### config.mk
export PLATFORM = sky130hd
export DESIGN_NAME = clint_smp
export DESIGN_NICKNAME = d
export VERILOG_FILES = /design/src/rtl/clint_smp.sv
export SDC_FILE = /design/constraint.sdc
export NUM_CORES = 1
export LEC_CHECK = 0
export ABC_AREA = 1
export CAP_MARGIN = 20
export CORE_MARGIN = 5
export CORE_UTILIZATION = 56
export CTS_CLUSTER_DIAMETER = 60
export DETAILED_ROUTE_END_ITERATION = 8
export PLACE_DENSITY = 0.81
export SLEW_MARGIN = 20
export SYNTH_ARGS = -nofsm -noshare
export SYNTH_HDL_FRONTEND = slang
export SYNTH_SLANG_ARGS = --single-unit
### constraint.sdc
create_clock -name CLK -period 3.1 [get_ports CLK]
set_clock_uncertainty 0.2 [all_clocks]
set_input_delay 0.31 -clock CLK [delete_from_list [all_inputs] [get_ports CLK]]
set_output_delay 0.31 -clock CLK [all_outputs]
set_load 0.01 [all_outputs]
### src/rtl/clint_smp.sv
// Core-local interruptor: one shared 64-bit mtime with per-hart mtimecmp/msip and interrupt lines.
// Define CLINT_MTIME_WR_EN to make the mtime halves writable; otherwise mtime is read-only.
module clint_smp #(
  parameter int N_HARTS  = 1,
  parameter int TICK_DIV = 1
) (
  input  logic               CLK,
  input  logic               RST_X,
  input  logic               w_req_we,
  input  logic               w_req_re,
  input  logic [15:0]        w_req_addr,
  input  logic [31:0]        w_req_wdata,
  output logic [31:0]        r_rdata,
  output logic               r_rvalid,
  output logic [N_HARTS-1:0] w_mtip,
  output logic [N_HARTS-1:0] w_msip,
  output logic [63:0]        w_mtime
);

  localparam logic [15:0] DIV_LAST = 16'(TICK_DIV - 1);

  logic [15:0]        r_presc;
  logic [63:0]        r_mtime;
  logic [N_HARTS-1:0] r_msip;
  logic [N_HARTS-1:0] r_mtip;
  logic [63:0]        r_mtimecmp [N_HARTS];

  logic        w_tick;
  logic [63:0] w_mtime_inc;
  logic [63:0] w_mtime_next;
  logic        w_sel_msip;
  logic        w_sel_cmp;
  logic        w_sel_mtl;
  logic        w_sel_mth;
  logic        w_rd_fire;
  logic [31:0] w_rd_val;
  logic        w_unused;

  // Address decode; per-hart match happens below, so absent harts simply never hit.
  assign w_sel_msip = (w_req_addr[15:6] == 10'h000);
  assign w_sel_cmp  = (w_req_addr[15:7] == 9'h080);
  assign w_sel_mtl  = (w_req_addr[15:2] == 14'h2FFE);
  assign w_sel_mth  = (w_req_addr[15:2] == 14'h2FFF);
  assign w_unused   = ^w_req_addr[1:0];

  assign w_tick      = (r_presc == DIV_LAST);
  assign w_mtime_inc = r_mtime + {63'd0, w_tick};

  always_comb begin
    w_mtime_next = w_mtime_inc;
`ifdef CLINT_MTIME_WR_EN
    // Written half wins; the other half keeps its incremented value including carry.
    if (w_req_we && w_sel_mtl) w_mtime_next[31:0]  = w_req_wdata;
    if (w_req_we && w_sel_mth) w_mtime_next[63:32] = w_req_wdata;
`endif
  end

  always_ff @(posedge CLK or negedge RST_X) begin
    if (!RST_X) begin
      r_presc <= 16'd0;
      r_mtime <= 64'd0;
    end else begin
      r_presc <= w_tick ? 16'd0 : r_presc + 16'd1;
      r_mtime <= w_mtime_next;
    end
  end

  genvar gi;
  generate
    for (gi = 0; gi < N_HARTS; gi++) begin : g_hart
      logic w_msip_we;
      logic w_cmp_lo_we;
      logic w_cmp_hi_we;

      assign w_msip_we   = w_req_we && w_sel_msip && (w_req_addr[5:2] == 4'(gi));
      assign w_cmp_lo_we = w_req_we && w_sel_cmp && (w_req_addr[6:3] == 4'(gi)) && !w_req_addr[2];
      assign w_cmp_hi_we = w_req_we && w_sel_cmp && (w_req_addr[6:3] == 4'(gi)) &&  w_req_addr[2];

      always_ff @(posedge CLK or negedge RST_X) begin
        if (!RST_X) begin
          r_msip[gi]     <= 1'b0;
          r_mtimecmp[gi] <= 64'hFFFF_FFFF_FFFF_FFFF;
          r_mtip[gi]     <= 1'b0;
        end else begin
          if (w_msip_we)   r_msip[gi]            <= w_req_wdata[0];
          if (w_cmp_lo_we) r_mtimecmp[gi][31:0]  <= w_req_wdata;
          if (w_cmp_hi_we) r_mtimecmp[gi][63:32] <= w_req_wdata;
          r_mtip[gi] <= (r_mtime >= r_mtimecmp[gi]);
        end
      end
    end
  endgenerate

  // Read mux uses pre-edge register values; unmatched offsets fall through to 0.
  always_comb begin
    w_rd_val = 32'd0;
    if (w_sel_mtl) w_rd_val = r_mtime[31:0];
    if (w_sel_mth) w_rd_val = r_mtime[63:32];
    for (int h = 0; h < N_HARTS; h++) begin
      if (w_sel_msip && (w_req_addr[5:2] == 4'(h)))
        w_rd_val = {31'd0, r_msip[h]};
      if (w_sel_cmp && (w_req_addr[6:3] == 4'(h)))
        w_rd_val = w_req_addr[2] ? r_mtimecmp[h][63:32] : r_mtimecmp[h][31:0];
    end
  end

  assign w_rd_fire = w_req_re && !w_req_we;

  always_ff @(posedge CLK or negedge RST_X) begin
    if (!RST_X) begin
      r_rvalid <= 1'b0;
      r_rdata  <= 32'd0;
    end else begin
      r_rvalid <= w_rd_fire;
      if (w_rd_fire) r_rdata <= w_rd_val;
    end
  end

  assign w_mtip  = r_mtip;
  assign w_msip  = r_msip;
  assign w_mtime = r_mtime;

endmodule

==> results of run 1 <==
==> cells by family after synthesis <==
family / count (synthesis) / synth area share (%)
xor gates and xnor gates: 67 / 5.34
adders and majority gates: 68 / 7.74
DFF: 179 / 41.5
AOI/OAI and AO/OA: 145 / 7.53
buffers and inverters: 230 / 8.82
and+or+nand+nor: 771 / 29.1
==> repair_timing <==
action | 4_1_cts | 5_1_grt
hold buffers | 1 | 0
resized for setup | 0 | 0
hold endpoints to repair | 35 | 0
==> cells in the final DEF (no fill, tap or decap), types with 6 or more instances in the layout <==
cell type,Yosys,routed
ha_1,68,68
nor2_1,121,121
clkdlybuf4s50_1,0,146
inv_1,193,193
a21oi_1,30,30
nand4_1,20,20
o21ai_0,45,45
buf_4,0,17
nand3_1,85,85
xor2_1,40,40
nor2_2,6,6
clkbuf_16,0,17
nor3_1,28,28
nand2_1,485,485
o21ai_1,41,41
dfstp_2,64,64
o21ai_2,24,24
dfrtp_1,115,115
xnor2_1,27,27
==> through the flow <==
| stage | cells | cell area [µm²] | hold slack [ns] |
|---|---|---|---|
| final | 1887 | 13300 | 0.207 |
| after global routing | 1887 | 13300 | 0.222 |
| after CTS | 1887 | 13300 | 0.202 |
| after detailed placement | 1854 | 12700 | 0.155 |
| after global placement | 1854 | 12700 | 0.152 |
| after floorplan | 1460 | 11000 | -0.186 |
==> worst max-delay path, cell delays in order (launching register included) <==
cell and delay [ns]:
dfrtp_1 0.42, nor4_1 0.29, nand2_1 0.12, nor3_1 0.24
ha_1 0.32, ha_1 0.25, inv_1 0.08, nor2_2 0.16
inv_1 0.08, nor3_1 0.22, buf_4 0.16, nand3_1 0.08
xnor2_1 0.13
==> worst max path at each step <==
stage	to	slack (ns)	startpoint
2_1_floorplan	w_mtime[52]	0.45	r_presc[9]
3_3_place_gp	w_mtime[56]	0.27	r_presc[9]
3_5_place_dp	w_mtime[56]	0.24	r_presc[9]
4_1_cts	w_mtime[56]	0.23	r_presc[9]
5_1_grt	w_mtime[60]	0.06	r_presc[9]
6_report	w_mtime[52]	0.22	r_presc[9]
==> metal layers <==
layer | GRT usage (%) | share of wire (%)
met1 | 42.0 | 42
met2 | 48.1 | 46
met4 | 9.97 | 2.8
met3 | 6.65 | 9.5
met5 | 0 | 0
==> registers in the layout, summed over array words and instances, names as in the netlist <==
signal      cells
r_mtimecmp     64
w_mtime        64
r_rdata        32
r_presc        16
r_rvalid        1
w_msip          1
w_mtip          1
==> layout make-up <==
| type | instances | share of cell area, % |
|---|---|---|
| multi-input cells | 1051 | 41.1 |
| flip-flops and latches | 179 | 34.2 |
| repair buffers | 167 | 12.3 |
| inverters | 193 | 5.44 |
| clock buffers | 19 | 3.40 |
| well taps | 265 | 2.49 |
| clock inverters | 13 | 1.09 |
==> power by group <==
part	internal (mW)	leakage [nW]	total (mW)	switching (mW)
Combinational	0.0747	3.53	0.194	0.119
Clock	1.18	0.281	2.18	0.997
Sequential	2.34	2.24	2.34	0.00121
Total	3.60	6.06	4.71	1.12
==> flow_summary.json, run 1 <==
{
  "status": "completed",
  "r2r-start": "r_presc[9]",
  "antenna_found_initial": 0,
  "clockBufferDepth": 2,
  "seq_area_frac_synth_pct": 41.5,
  "grt_max_degree": 68,
  "cts_buffers": 17,
  "hold_path_class": "in -> reg",
  "yosysTopAreaCellShare_pct": 26.2,
  "final_nets": 1729,
  "drive_gt1_share_pct": 9.74,
  "min_to": "r_mtimecmp[21]",
  "clkTransAtPathRegs_ns": 0.07,
  "tns_ns": 0,
  "drc": 0,
  "syn_inst": 1460,
  "synth-seq-cells": 179,
  "post-route-period-util_pct": 93.1,
  "setup_violations": 0,
  "hpwlAfterDp_um": 25000,
  "crit_arrival_ns": 2.99,
  "synthTopCellsByArea": "dfrtp_1, nand2_1, dfstp_2",
  "hold_depth": 3,
  "rows": 51,
  "fmax_mhz": 347,
  "worst_slack_ns": 0.215,
  "yosysMostFrequentCell": "nand2_1",
  "htreeDepth": 4,
  "syn_area_mm2": 0.0110,
  "first_global_vias": 9926,
  "finalPower_mw": 4.71,
  "core_mm2": 0.0194,
  "path_class": "reg -> reg",
  "worstRegToRegCells": 12,
  "antenna_left": 0,
  "start_kind": "register",
  "power_density_mw_per_mm2": 354,
  "firstDrtPassIters": 6,
  "clock_latency_ns": 0.43,
  "r2r_end": "w_mtime[52]",
  "grt-ovfl-total": 0,
  "dp_slack_ns": 0.243,
  "crit_path_end_kind": "register",
  "fin_util_pct": 68.7,
  "r2r_slack_ns": 0.22,
  "viasPerCell": 5.44,
  "leakage_nw": 6.06,
  "filler_cell_count": 1647,
  "tightest_slew_ns": 0.770,
  "via_count": 10300,
  "cp.required_ns": 3.21,
  "ys.flop_type": "dfrtp_1",
  "area_delta_synth_final_pct": 21.1,
  "die_y_um": 150,
  "yosysTopAreaCell": "dfrtp_1",
  "post_cts_buffers": 0,
  "max_cap_violations": 0,
  "io_pins": 151,
  "multi_input_area_mm2": 0.00547,
  "synth.top_cells.by_count": "nand2_1, inv_1, nor2_1",
  "cts_tree": "built",
  "avgRoutedWirePerCell_um": 17.7,
  "grt_first_pass_wirelength_um": 52900,
  "finalWeightedCongestion": 0.999,
  "die_x_um": 150,
  "peakVddDrop_mv": 0.371,
  "final_hold_viol_count": 0,
  "cp_max_fo": 4,
  "rsz0062_at_grt": "no",
  "register_area_mm2": 0.00456,
  "ys_types": 36,
  "initial_core_util_pct": 56.7,
  "syn_nets": 1580,
  "port_buffers": 148,
  "numClockSinks": 179,
  "hold_path.startpoint": "w_req_wdata[21]",
  "synth-edff-count": 0,
  "diodes": 0,
  "timing.slew.headroom_pct": 48.7,
  "wirelength_um": 33300,
  "yosys_warnings": 0,
  "clock-root-buffer": "clkbuf_16",
  "dr.first_iter.drc_count": 817,
  "async_flop_share_pct": 100,
  "drv_slew": 0,
  "fin_crit_ns": 2.88,
  "die_area_mm2": 0.0225,
  "synth_area_per_cell_um2": 7.53,
  "grt_use_total_pct": 30.5
}
No activity file was read; power rests on OpenSTA's default activity.
==> run 2: changes to the inputs <==
--- a/config.mk
+++ b/config.mk
@@ -12,7 +12,8 @@
 export CTS_CLUSTER_DIAMETER = 60
 export DETAILED_ROUTE_END_ITERATION = 8
 export PLACE_DENSITY = 0.81
-export SLEW_MARGIN = 20
+export REMOVE_ABC_BUFFERS = 1
+export SLEW_MARGIN = 15
 export SYNTH_ARGS = -nofsm -noshare
 export SYNTH_HDL_FRONTEND = slang
 export SYNTH_SLANG_ARGS = --single-unit
==> flow_summary.json, run 2 (same netlist as run 1, synthesis figures left out) <==
{
  "hpwlAfterDp_um": 24400,
  "diodes": 0,
  "finalWeightedCongestion": 0.979,
  "die_x_um": 150,
  "first_global_vias": 9532,
  "power_density_mw_per_mm2": 354,
  "grt-ovfl-total": 0,
  "area_delta_synth_final_pct": 21.3,
  "layout_commonest_cell": "nand2_1",
  "port_buffers": 148,
  "fin_crit_ns": 2.85,
  "dr.first_iter.drc_count": 751,
  "clock_latency_ns": 0.44,
  "register_area_mm2": 0.00456,
  "die_y_um": 150,
  "leakage_nw": 6.07,
  "io_pins": 151,
  "fmax_mhz": 351,
  "htreeDepth": 4,
  "hold_path_class": "in -> reg",
  "max_stage_delay_ns": 0.43,
  "tns_ns": 0,
  "grt_first_pass_wirelength_um": 50800,
  "critPathTopFamily": "simple AND/OR/NAND/NOR gates",
  "cts_tree": "built",
  "tightest_slew_ns": 0.815,
  "cp.required_ns": 3.26,
  "drive_gt1_share_pct": 9.69,
  "multi_input_area_mm2": 0.00547,
  "numClockSinks": 179,
  "cp_slowest_cell": "dfrtp_1",
  "firstDrtPassIters": 5,
  "rsz0062_at_grt": "no",
  "crit_arrival_ns": 3.01,
  "post-route-period-util_pct": 92.0,
  "clkTransAtPathRegs_ns": 0.08,
  "via_count": 10100,
  "cp_max_fo": 4,
  "r2r_slack_ns": 0.25,
  "r2r_end": "w_mtime[60]",
  "clock-root-buffer": "clkbuf_16",
  "die_area_mm2": 0.0225,
  "wirelength_um": 32200,
  "path_class": "reg -> reg",
  "viasPerCell": 5.36,
  "final_nets": 1728,
  "crit_path_end_kind": "register",
  "antenna_found_initial": 0,
  "critical_path.cell_chain": "nor4_1 -> nand2_1 -> nor3_1 -> ha_1 -> ha_1 -> inv_1 -> nor2_2 -> inv_1 -> nor2_1 -> nand2_1 -> nor2_1 -> xor2_1",
  "timing.slew.headroom_pct": 45.7,
  "core_mm2": 0.0194,
  "hold_ws_ns": 0.198,
  "start_kind": "register",
  "startpoint": "r_presc[9]",
  "grt_use_total_pct": 29.1,
  "cp_num_buf_inv": 2,
  "status": "completed",
  "avgRoutedWirePerCell_um": 17.1,
  "layout_common_cells": "nand2_1, inv_1, clkdlybuf4s50_1, nor2_1, dfrtp_1",
  "cp_num_cells": 12,
  "setup_violations": 0,
  "grt_max_degree": 70,
  "drc": 0,
  "drv_slew": 0,
  "worstRegToRegCells": 12,
  "final_hold_viol_count": 0,
  "filler_cell_count": 1651,
  "max_cap_violations": 0,
  "endpoint": "w_mtime[60]",
  "r2r-start": "r_presc[9]",
  "cts_buffers": 17,
  "peakVddDrop_mv": 0.352,
  "antenna_left": 0,
  "rows": 51,
  "initial_core_util_pct": 56.7,
  "clockBufferDepth": 2,
  "cts-resized-gates": 0
}
## run 2: stage by stage
stage / cell area, µm² / cells / setup slack [ns] / power (mW) / util [%]
floorplan: 10800 / 1423 / 0.451 / 2.43 / -
global placement: 12700 / 1853 / 0.357 / 2.58 / 65.7
detailed placement: 12700 / 1853 / 0.324 / 2.58 / 65.7
CTS: 13300 / 1886 / 0.305 / 4.76 / 68.8
global route: 13300 / 1886 / 0.0865 / 4.86 / 68.8
finish: 13300 / 1886 / 0.248 / 4.72 / 68.8
## run 2: layout make-up
cell class,instances,area share [%]
inverter,193,5.43
clock buffer,17,3.19
timing repair buffer,166,12.5
sequential,179,34.2
multi-input combinational,1051,41.0
tap,265,2.49
clock inverter,15,1.24
## run 2: power breakdown
| group | total (mW) | switching, mW | internal [mW] |
|---|---|---|---|
| logic | 0.195 | 0.119 | 0.0763 |
| clock network | 2.18 | 1.04 | 1.14 |
| registers | 2.34 | 0.00137 | 2.34 |
| total | 4.72 | 1.16 | 3.56 |
## run 2: worst min-delay path by stage
stage	startpoint	depth (start not counted)	slack [ns]	to
6_report	w_req_wdata[16]	3	0.20	r_mtimecmp[48]
5_1_grt	w_req_wdata[16]	3	0.20	r_mtimecmp[48]
4_1_cts	w_req_wdata[26]	3	0.19	r_mtimecmp[58]
3_5_place_dp	RST_X	1	0.17	r_rdata[19]
3_3_place_gp	RST_X	1	0.17	r_rdata[19]
2_1_floorplan	RST_X	0	-0.19	r_presc[0]
## run 2: what timing repair did
action | in CTS | in global routing
hold buffers | 1 | 0
hold endpoints to repair | 43 | 0
setup buffers | 0 | 0
## run 2: worst register-to-register path: stages, from the launching register on
cell and delay, ns:
dfrtp_1 0.43, nor4_1 0.32, nand2_1 0.11, nor3_1 0.23, ha_1 0.23, ha_1 0.17
inv_1 0.07, nor2_2 0.20, inv_1 0.13, nor2_1 0.22, nand2_1 0.17, nor2_1 0.16
xor2_1 0.15
## run 2: layer usage
layer	vias up	track usage [%]	part of all wire, %
li1	4903	-	-
met4	0	6.68	1.5
met5	-	0	0
met1	4768	41.2	44
met2	399	46.8	46
met3	40	5.60	7.7
==> run 3: changes to the inputs <==
--- a/config.mk
+++ b/config.mk
@@ -8,10 +8,10 @@
 export ABC_AREA = 1
 export CAP_MARGIN = 20
 export CORE_MARGIN = 5
-export CORE_UTILIZATION = 56
-export CTS_CLUSTER_DIAMETER = 60
+export CORE_UTILIZATION = 50
+export CTS_CLUSTER_DIAMETER = 150
 export DETAILED_ROUTE_END_ITERATION = 8
-export PLACE_DENSITY = 0.81
+export PLACE_DENSITY = 0.74
 export REMOVE_ABC_BUFFERS = 1
 export SLEW_MARGIN = 15
 export SYNTH_ARGS = -nofsm -noshare
==> flow_summary.json, run 3 (same netlist as run 1, synthesis figures left out) <==
{
  "antenna_left": 0,
  "leakage_nw": 6.06,
  "layout_common_cells": "nand2_1, inv_1, clkdlybuf4s50_1, nor2_1, dfrtp_1",
  "drv_slew": 0,
  "register_area_mm2": 0.00456,
  "cp_num_cells": 11,
  "max_cap_violations": 0,
  "final_hold_viol_count": 0,
  "crit_arrival_ns": 2.90,
  "timing.slew.headroom_pct": 44.9,
  "hold_depth": 4,
  "peakVddDrop_mv": 0.356,
  "tns_ns": 0,
  "die_area_mm2": 0.0251,
  "startpoint": "r_presc[9]",
  "place_inst": 1869,
  "rows": 54,
  "critPathTopFamily": "simple AND/OR/NAND/NOR gates",
  "cp_max_fo": 5,
  "status": "completed",
  "clkTransAtPathRegs_ns": 0.07,
  "cpMostUsedCell": "inv_1",
  "fin_crit_ns": 2.80,
  "path_class": "reg -> reg",
  "finalPower_mw": 4.71,
  "area_delta_synth_final_pct": 21.2,
  "layout_commonest_cell": "nand2_1",
  "die_x_um": 158,
  "crit_path_end_kind": "register",
  "cp_num_buf_inv": 2,
  "drive_gt1_share_pct": 9.80,
  "first_global_vias": 9778,
  "core_mm2": 0.0218,
  "multi_input_area_mm2": 0.00548,
  "initial_core_util_pct": 50.6,
  "htreeDepth": 4,
  "viasPerCell": 5.23,
  "grt-ovfl-total": 0,
  "grt_first_pass_wirelength_um": 50900,
  "tightest_slew_ns": 0.827,
  "cts_buffers": 17,
  "diodes": 0,
  "die_y_um": 158,
  "io_pins": 151,
  "fmax_mhz": 357,
  "cp.required_ns": 3.20,
  "hpwlAfterDp_um": 23900,
  "avgRoutedWirePerCell_um": 16.8,
  "grt_use_total_pct": 26.0,
  "final_nets": 1729,
  "clock-root-buffer": "clkbuf_16",
  "port_buffers": 148,
  "finalWeightedCongestion": 0.938,
  "cp_slowest_cell": "dfrtp_1",
  "rsz0062_at_grt": "no",
  "power_density_mw_per_mm2": 353,
  "dr.first_iter.drc_count": 743,
  "antenna_found_initial": 0,
  "grt_max_degree": 65,
  "firstDrtPassIters": 5,
  "clock_latency_ns": 0.43,
  "critical_path.cell_chain": "nor4_1 -> nand2_1 -> nor3_2 -> ha_2 -> ha_1 -> inv_1 -> nor2_2 -> inv_1 -> nor3_1 -> nand3_1 -> xnor2_1",
  "hold_path.startpoint": "w_req_addr[2]",
  "numClockSinks": 179,
  "hold_path_class": "in -> reg",
  "finalNonFillerCells": 1902,
  "worstRegToRegCells": 11,
  "drc": 0,
  "setup_violations": 0,
  "post_cts_buffers": 0,
  "cts_tree": "built",
  "wirelength_um": 31900,
  "filler_cell_count": 1991,
  "r2r-start": "r_presc[9]",
  "post-route-period-util_pct": 90.2,
  "max_stage_delay_ns": 0.43,
  "start_kind": "register",
  "clockBufferDepth": 2,
  "via_count": 9940
}
-- run 3: cell types whose count changed in the layout (fill, tap and decap cells not counted), sizes merged --
| cell | previous run | this run |
|---|---|---|
| buf | 19 | 20 |
| bufinv | 1 | 2 |
| clkbuf | 17 | 19 |
| clkinvlp | 1 | 3 |
| inv | 200 | 195 |
-- run 3: where the power goes --
| group | leakage (nW) | switching [mW] | internal (mW) |
|---|---|---|---|
| Clock | 0.279 | 0.963 | 1.21 |
| Combinational | 3.54 | 0.121 | 0.0771 |
| Sequential | 2.24 | 0.00140 | 2.34 |
-- run 3: path summary, 6_finish.rpt --
check,end,slack [ns]
max in group asynchronous,r_mtimecmp[7],1.58
hold reg to reg,r_presc[15],0.27
hold / removal,w_msip,0.08
setup / recovery,w_mtime[52],0.30
setup reg to reg,w_mtime[52],0.30
min in group asynchronous,r_rdata[17],0.25
-- run 3: cell type report --
type / instances / share of cell area [%]
flip-flops and latches: 179 / 34.2
inverters: 193 / 5.43
clock inverters: 13 / 1.00
well taps: 280 / 2.63
repair buffers: 167 / 12.4
multi-input cells: 1051 / 41.1
clock buffers: 19 / 3.32
-- run 3: what timing repair did --
item | in CTS | in global routing
endpoints found under the setup margin | 0 | 5
resized for setup | 0 | 2
endpoints found under the hold margin | 39 | 0
hold buffers | 1 | 0
-- run 3: metal layers --
metal | share of wire (%) | track usage, % | up-vias
met5 | 0 | 0 | -
met4 | 1.5 | 6.46 | 0
met3 | 5.5 | 4.21 | 33
met2 | 47 | 42.7 | 282
met1 | 46 | 36.1 | 4734
li1 | - | - | 4891
-- run 3: per-stage QoR --
stage	instance area, µm²	utilization [%]	setup WS [ns]	hold WS, ns
after detailed placement	12700	58.6	0.236	0.155
after floorplan	10800	-	0.451	-0.186
after CTS	13300	61.3	0.178	0.0691
after global routing	13300	61.3	0.0501	0.0940
final	13300	61.3	0.302	0.0770
after global placement	12700	58.6	0.232	0.144
-- run 3: worst reg2reg max path, stage by stage, from the launching register on --
cell	delay, ns
dfrtp_1	0.43
nor4_1	0.28
nand2_1	0.14
nor3_2	0.18
ha_2	0.27
ha_1	0.22
inv_1	0.08
nor2_2	0.18
inv_1	0.08
nor3_1	0.33
nand3_1	0.14
xnor2_1	0.14
